### config.mk
export PLATFORM = sky130hd
export DESIGN_NAME = stalled_single_store_top
export DESIGN_NICKNAME = d
export VERILOG_FILES = /design/src/rtl/ss_pkg.sv /design/src/rtl/ss_ram.sv /design/src/rtl/stalled_single_store_top.sv
export SDC_FILE = /design/constraint.sdc
export NUM_CORES = 1
export LEC_CHECK = 0
export ABC_AREA = 1
export ABC_CLOCK_PERIOD_IN_PS = 3800
export BUFFER_PORTS_ARGS = -buffer_cell sky130_fd_sc_hd__clkbuf_2
export CORE_ASPECT_RATIO = 0.9
export CORE_UTILIZATION = 55
export DETAILED_ROUTE_END_ITERATION = 10
export PLACE_DENSITY = 0.69
export RECOVER_POWER = 25
export SYNTH_ARGS = -nofsm -noshare
export SYNTH_HDL_FRONTEND = slang
export SYNTH_SLANG_ARGS = --single-unit
### constraint.sdc
create_clock -name clk -period 3.8 [get_ports clk]
set_input_delay 0.19 -clock clk [delete_from_list [all_inputs] [get_ports clk]]
set_output_delay 0.19 -clock clk [all_outputs]
set_load 0.05 [all_outputs]
### src/rtl/ss_pkg.sv
// ----------------------------------------------------------------------------
// ss_pkg
// Shared definitions for the stalled single-store kernel:
//   - default RAM geometry (word width, address width)
//   - default kernel source/destination addresses
//   - kernel FSM state encoding
// ----------------------------------------------------------------------------
package ss_pkg;

   localparam int unsigned DATA_W_DEF   = 32;
   localparam int unsigned ADDR_W_DEF   = 5;
   localparam int unsigned SRC_ADDR_DEF = 1;
   localparam int unsigned DST_ADDR_DEF = 0;

   typedef enum logic [2:0] {
      S_READ,
      S_WAIT,
      S_WRITE,
      S_DONE,
      S_HALT
   } state_t;

endpackage

### src/rtl/ss_ram.sv
// ----------------------------------------------------------------------------
// ss_ram
// 1R1W RAM with an extra debug write port and a combinational debug read port.
// Contents are never reset.
// Ports:
//   clk          in   clock, all writes and the kernel read on posedge
//   i_ren        in   kernel read issue
//   i_raddr      in   kernel read address
//   o_rdata      out  registered kernel read data (holds until next read issue)
//   i_wen        in   kernel write strobe
//   i_waddr      in   kernel write address
//   i_wdata      in   kernel write data
//   i_dbg_raddr  in   debug read address
//   o_dbg_rdata  out  mem[i_dbg_raddr], combinational
//   i_dbg_wen    in   debug write strobe
//   i_dbg_waddr  in   debug write address
//   i_dbg_wdata  in   debug write data
// ----------------------------------------------------------------------------
module ss_ram #(
   parameter int unsigned DATA_W = 32,
   parameter int unsigned ADDR_W = 5
) (
   input  logic              clk,
   input  logic              i_ren,
   input  logic [ADDR_W-1:0] i_raddr,
   output logic [DATA_W-1:0] o_rdata,
   input  logic              i_wen,
   input  logic [ADDR_W-1:0] i_waddr,
   input  logic [DATA_W-1:0] i_wdata,
   input  logic [ADDR_W-1:0] i_dbg_raddr,
   output logic [DATA_W-1:0] o_dbg_rdata,
   input  logic              i_dbg_wen,
   input  logic [ADDR_W-1:0] i_dbg_waddr,
   input  logic [DATA_W-1:0] i_dbg_wdata
);

   localparam int unsigned DEPTH = 1 << ADDR_W;

   logic [DATA_W-1:0] r_mem [DEPTH];
   logic [DATA_W-1:0] r_rdata;

   // Debug write is placed after the kernel write so it wins a same-address
   // collision.
   always_ff @(posedge clk) begin
      if (i_wen)
         r_mem[i_waddr] <= i_wdata;
      if (i_dbg_wen)
         r_mem[i_dbg_waddr] <= i_dbg_wdata;
      if (i_ren)
         r_rdata <= r_mem[i_raddr];
   end

   assign o_rdata     = r_rdata;
   assign o_dbg_rdata = r_mem[i_dbg_raddr];

endmodule

### src/rtl/stalled_single_store_top.sv
// ----------------------------------------------------------------------------
// stalled_single_store_top
// HLS-style kernel with its own RAM. After reset it reads mem[SRC_ADDR],
// doubles it (overflow dropped), writes mem[DST_ADDR] and pulses valid once,
// then halts until the next reset. A global stall freezes the FSM and
// suppresses kernel memory requests; the RAM and debug ports stay live.
// Ports:
//   clk               in   clock
//   rst               in   asynchronous active-low reset (FSM/valid only)
//   stall             in   1 = hold kernel state, no kernel memory requests
//   valid             out  one-cycle completion pulse
//   debug_addr        in   debug read address
//   debug_data        out  mem[debug_addr], combinational
//   debug_write_addr  in   debug write address
//   debug_write_data  in   debug write data
//   debug_write_en    in   debug write strobe
// ----------------------------------------------------------------------------
module stalled_single_store_top
   import ss_pkg::*;
#(
   parameter int unsigned DATA_W   = DATA_W_DEF,
   parameter int unsigned ADDR_W   = ADDR_W_DEF,
   parameter int unsigned SRC_ADDR = SRC_ADDR_DEF,
   parameter int unsigned DST_ADDR = DST_ADDR_DEF
) (
   input  logic              clk,
   input  logic              rst,
   input  logic              stall,
   output logic              valid,
   input  logic [ADDR_W-1:0] debug_addr,
   output logic [DATA_W-1:0] debug_data,
   input  logic [ADDR_W-1:0] debug_write_addr,
   input  logic [DATA_W-1:0] debug_write_data,
   input  logic              debug_write_en
);

   localparam logic [ADDR_W-1:0] SRC_A = ADDR_W'(SRC_ADDR);
   localparam logic [ADDR_W-1:0] DST_A = ADDR_W'(DST_ADDR);

   state_t            r_state;
   state_t            w_next;
   logic              r_valid;
   logic              w_valid_next;
   logic              w_ren;
   logic              w_wen;
   logic [DATA_W-1:0] w_rdata;
   logic [DATA_W-1:0] w_wdata;

   always_ff @(posedge clk or negedge rst) begin
      if (!rst) begin
         r_state <= S_READ;
         r_valid <= 1'b0;
      end else begin
         r_state <= w_next;
         r_valid <= w_valid_next;
      end
   end

   // valid is registered: it is set on the edge that leaves S_DONE, so the
   // pulse appears on the 4th un-stalled posedge after reset release.
   always_comb begin
      w_next       = r_state;
      w_ren        = 1'b0;
      w_wen        = 1'b0;
      w_valid_next = 1'b0;
      if (!stall) begin
         case (r_state)
            S_READ: begin
               w_ren  = 1'b1;
               w_next = S_WAIT;
            end
            S_WAIT: begin
               w_next = S_WRITE;
            end
            S_WRITE: begin
               w_wen  = 1'b1;
               w_next = S_DONE;
            end
            S_DONE: begin
               w_valid_next = 1'b1;
               w_next       = S_HALT;
            end
            S_HALT: begin
               w_next = S_HALT;
            end
            default: begin
               w_next = S_READ;
            end
         endcase
      end
   end

   assign w_wdata = w_rdata << 1;
   assign valid   = r_valid;

   ss_ram #(
      .DATA_W (DATA_W),
      .ADDR_W (ADDR_W)
   ) u_ram (
      .clk         (clk),
      .i_ren       (w_ren),
      .i_raddr     (SRC_A),
      .o_rdata     (w_rdata),
      .i_wen       (w_wen),
      .i_waddr     (DST_A),
      .i_wdata     (w_wdata),
      .i_dbg_raddr (debug_addr),
      .o_dbg_rdata (debug_data),
      .i_dbg_wen   (debug_write_en),
      .i_dbg_waddr (debug_write_addr),
      .i_dbg_wdata (debug_write_data)
   );

endmodule

# [Yosys cells after proc, flatten, opt, wreduce, memory -nomap -nowiden]
# Memories as Yosys holds them, arrays and structs flattened. A register that Yosys moved wholly into a read port is not among the register bits.
# Index checks and enable logic that the tools add are counted.
[op_classes] n_eq_ne=4 muxes=11 n_reduce_logical=2
[ops] operator="3-bit case mux with 4 select lines" n=1
[ops] operator="1-bit 2-to-1 mux" n=10
[ops] operator="3-bit by 2-bit equality test with 1-bit output (second input constant)" n=2
[ops] operator="3-bit by 1-bit equality test with 1-bit output (second input constant)" n=1
[ops] operator="3-bit equality test (second input constant)" n=1
[ops] operator="3-bit zero test" n=1
[ops] operator="2-bit OR reduction" n=1
[word_totals] memories=1 output_inout_bits=33 mem_bits_rw=1024 ff_bits=4
[mem_list] memory="u_ram.r_mem" words=32 width=32 read_ports=2 rd_ports_with_merged_regs=1 write_ports=2 line_no="ss_ram.sv:39" rtl="logic [DATA_W-1:0] r_mem [DEPTH];"

# [Logic depth before layout (Yosys ltp)]
[logic_depth] depth_word=5 depth_mapped=12 mapped_depth_nobuf=9

# [Hierarchy]
# From an unflattened synthesis, not the netlist that was laid out.
[hier_totals] cells_unflattened=8538 hier_area_um2=63388.3
[by_module_without_submodules] mod="ss_ram" area_each_um2=63188.1 n_inst=1 cells_per_inst=8513
[by_module_without_submodules] mod="stalled_single_store_top" area_each_um2=200.2 n_inst=1 cells_per_inst=25

# [Least setup slack after synthesis]
# No wires, ideal clock.
[synth_timing] path_type="register to register" start="register r_state[2]" end="memory u_ram.r_mem[0][0] (enable)" period_less_slack_ns=3.305 setup_slack_ns=0.495 t_arrival_ns=2.839 stages_incl_launch_ff=4 path_buffers=0 path_cell_list="dfrtp_1 -> nor2_1 -> nand2_1 -> o21ai_0"
[synth_rtl] item="start, declared" line_no="stalled_single_store_top.sv:40" rtl="state_t r_state;"
[synth_rtl] item="start signal, assigned" line_no="stalled_single_store_top.sv:54" rtl="r_state <= w_next;"
[synth_rtl] item="end, declared" line_no="ss_ram.sv:39"

# [Final worst setup path]
[layout_timing] start="input port debug_addr[0]" end="output port debug_data[4]"
[layout_via] elab_chain_len=1
[layout_rtl] item="start, declared" line_no="stalled_single_store_top.sv:30" rtl="input logic [ADDR_W-1:0] debug_addr,"
[layout_rtl] item="memory read 32 x 32 bit"
[layout_rtl] item="end, declared" line_no="stalled_single_store_top.sv:31" rtl="output logic [DATA_W-1:0] debug_data,"
# Every way passes these cells.

==> run_results.csv <==
group,metric,value,unit
status,status,"finished with violations",
status,violations,"capacitance limit",
layout,mostFrequentLayoutCell,"nand2_1",
route,firstDrtPassIters,6,
clocking,clk_pin_slew_worst_paths,60,ps
layout,drive_above_1_share,8.48,%
worst_setup_path,reg2reg_from,"r_state[1]",
synth,synthTopCellsByArea,"edfxtp_1 73%, nand2_1 13%, nand3_1 9.0%",
synth,synth_cell_types,21,
synth,syn_area,43500,µm²
placement,hpwl,60800,µm
clocking,htreeDepth,3,
synth,netlist_instances,3659,
sta,min_period,2890,ps
route,drc,0,
synth,ys_ff_latch,1059,
global_routing,overflow,0,
clocking,ctsResizeCount,0,
sta,setup_viol,0,
clocking,clockBufferDepth,3,
floorplanning,fp-row-count,97,
route,via_per_inst,5.91,
global_routing,antenna_found_initial,7,
layout,stdcell_count,4825,
hold_path,hp-class,"in2reg",
clocking,cts_tree,"built",
worst_setup_path,cp_top_family,"buffers and inverters",
route,vias,28500,
sta,grt_setup_unrepaired,"false",
global_routing,grt_start_max_net_pins,134,
sta,hold_viol,0,
worst_setup_path,timing_worst_setup_path_type,"in2out",
worst_setup_path,crit_path_frequent_cell,"nand2_1",
synth,yosysWarnings,0,
worst_setup_path,critPathLaunchType,"primary input",
layout,antennaDiodeCount,0,
route,drt_iter0_drc,3567,
sta,clock.fmax,346,MHz
layout,fillers,5941,
worst_setup_path,cp_data_arrival_time,2700,ps
global_routing,gr-usage-all-layers,29.3,%
hold_path,hp-start,"debug_write_data[28]",
pwr,power_density,527,nW/µm²
sta,maxSlewViolCount,0,
worst_setup_path,path_max_fanout,133,
worst_setup_path,end_kind,"primary output",
route,ant_nets,0,
floorplanning,die_area,80100,µm²
flow_run,maxCapViolCount,1,
synth,synth_nets,3705,
global_routing,grt_pass1_wl,173000,µm
clocking,numClockSinks,1059,
sta,fin_skew,24.4,ps
worst_setup_path,cp.buffers_inverters,4,
floorplanning,die_y,269,µm
route,drt_wl_total,117000,µm
sta,slew_headroom,0.0244,%
clocking,cts_root_buf,"clkbuf_16",
worst_setup_path,slowest_stage,"inv_16",
hold_path,holdPathEnd,"u_ram.r_mem[1][28]",
layout,final_cell_mix,"1475 x nand2_1, 1055 x edfxtp_1, 780 x nand3_1",
synth,synth.avg_cell_area,11.9,µm²
layout,syn2layout_area_growth,10.8,%
worst_setup_path,rr_endpoint,"u_ram.o_rdata[24]",
sta,period_share,76.0,%
pwr,p_leak,17.7,nW
global_routing,grt_pass1_vias,26700,
layout,layout.nets,3753,
clocking,clk_latency,670,ps
sta,worst_pin_slew,1500,ps
worst_setup_path,crit_required,3610,ps
placement,place.gp.congestion,0.809,
placement,portBuffers,78,
synth,synth.largest_area_cell,"edfxtp_1",
clocking,cts_buffers,104,
synth,yosysSeqAreaShare,73.1,%
floorplanning,die_w,298,µm
placement,placedCellCount,4637,
synth,synthDominantCellAreaShare,72.9,%
floorplanning,start_util,55.7,%
pwr,peakVddDrop,0.328,mV
worst_setup_path,slowest_delay,500,ps
worst_setup_path,r2r_cells,4,
floorplanning,pin_count,79,
sta,final.setup.tns,0,ps
floorplanning,core,78000,µm²
hold_path,hold_depth,1,
worst_setup_path,rrSetupSlack,1630,ps
route,routed_wire_length_per_instance,24.3,µm
worst_setup_path,crit_chain,"buf_8 > inv_16 > buf_4 > nand2_1 > nand3_1 > nand3_1 > nand2_1 > nand2_1 > nand2_1 > nand2_1 > nand2_1 > clkbuf_2",
## logic make-up after synthesis
logic type,after synthesis,synth area share [%]
simple gates,2292,22.1
flops,1059,73.1
buf+inv,273,4.39
compound gates,35,0.406
## area by class of cell
| type | count | area [µm²] | share of cell area [%] |
|---|---|---|---|
| Clock buffer | 127 | 2750 | 5.72 |
| Clock inverter | 58 | 599 | 1.24 |
| Inverter | 49 | 214 | 0.444 |
| Multi-Input combinational cell | 2327 | 10000 | 20.8 |
| Sequential cell | 1059 | 31800 | 66.0 |
| Tap cell | 1039 | 1300 | 2.70 |
| Timing Repair Buffer | 166 | 1480 | 3.07 |
## repair_timing
item / in CTS / in global routing
hold buffers: 3 / 0
buffers inserted: 0 / 0
endpoints found under the hold margin: 8 / 0
## per-layer routing
metal | wire length, µm | vias to the layer above | GRT usage (%)
met3 | 13000 | 241 | 6.02
met5 | 33 | - | 0
met2 | 53100 | 1614 | 45.2
li1 | - | 12800 | -
met1 | 47400 | 13800 | 42.0
met4 | 3580 | 6 | 9.59
## how the worst max path moves through the flow
stage,startpoint,to,slack (ps),cells after the start
finish,debug_addr[0],debug_data[4],910,12
CTS,debug_addr[1],debug_data[5],960,11
global route,debug_addr[0],debug_data[13],810,12
detailed placement,debug_addr[1],debug_data[5],1020,11
global placement,debug_addr[1],debug_data[5],990,11
floorplan,r_state[2],u_ram.r_mem[0][0],500,3
## stage by stage
| stage | worst slack (ps) | hold WS [ps] | instance area, µm² | total power, W | util (%) |
|---|---|---|---|---|---|
| finish | 912 | 246 | 48200 | 0.0254 | 61.7 |
| global route | 811 | 280 | 48200 | 0.0261 | 61.7 |
| CTS | 962 | 120 | 48200 | 0.0255 | 61.7 |
| detailed placement | 1020 | 9.37 | 44800 | 0.0154 | 57.4 |
| global placement | 988 | 3.60 | 44800 | 0.0154 | 57.4 |
| floorplan | 495 | -106 | 43500 | 0.0147 | - |
## registers in the layout, indices dropped and copies added, names as in the netlist
| signal | flops |
|---|---|
| r_state | 3 |
| u_ram.o_rdata | 31 |
| u_ram.r_mem | 1024 |
| valid | 1 |
## synth_stat cells, drive strengths merged
cell type / number
nand3: 780
dfrtp: 4
nand4: 1
clkbuf: 22
inv: 49
buf: 202
o21ai: 34
nor2: 35
nor3: 1
nand2: 1475
o22ai: 1
edfxtp: 1055
## power by group
part	internal [W]	total, W	leakage (nW)	switching (W)
Sequential	0.0132	0.0132	9.57	0.0000693
Clock	0.00593	0.0102	1.63	0.00430
Combinational	0.000454	0.00193	6.54	0.00148
Total	0.0196	0.0254	17.7	0.00584
(Power assumes the default switching activity.)
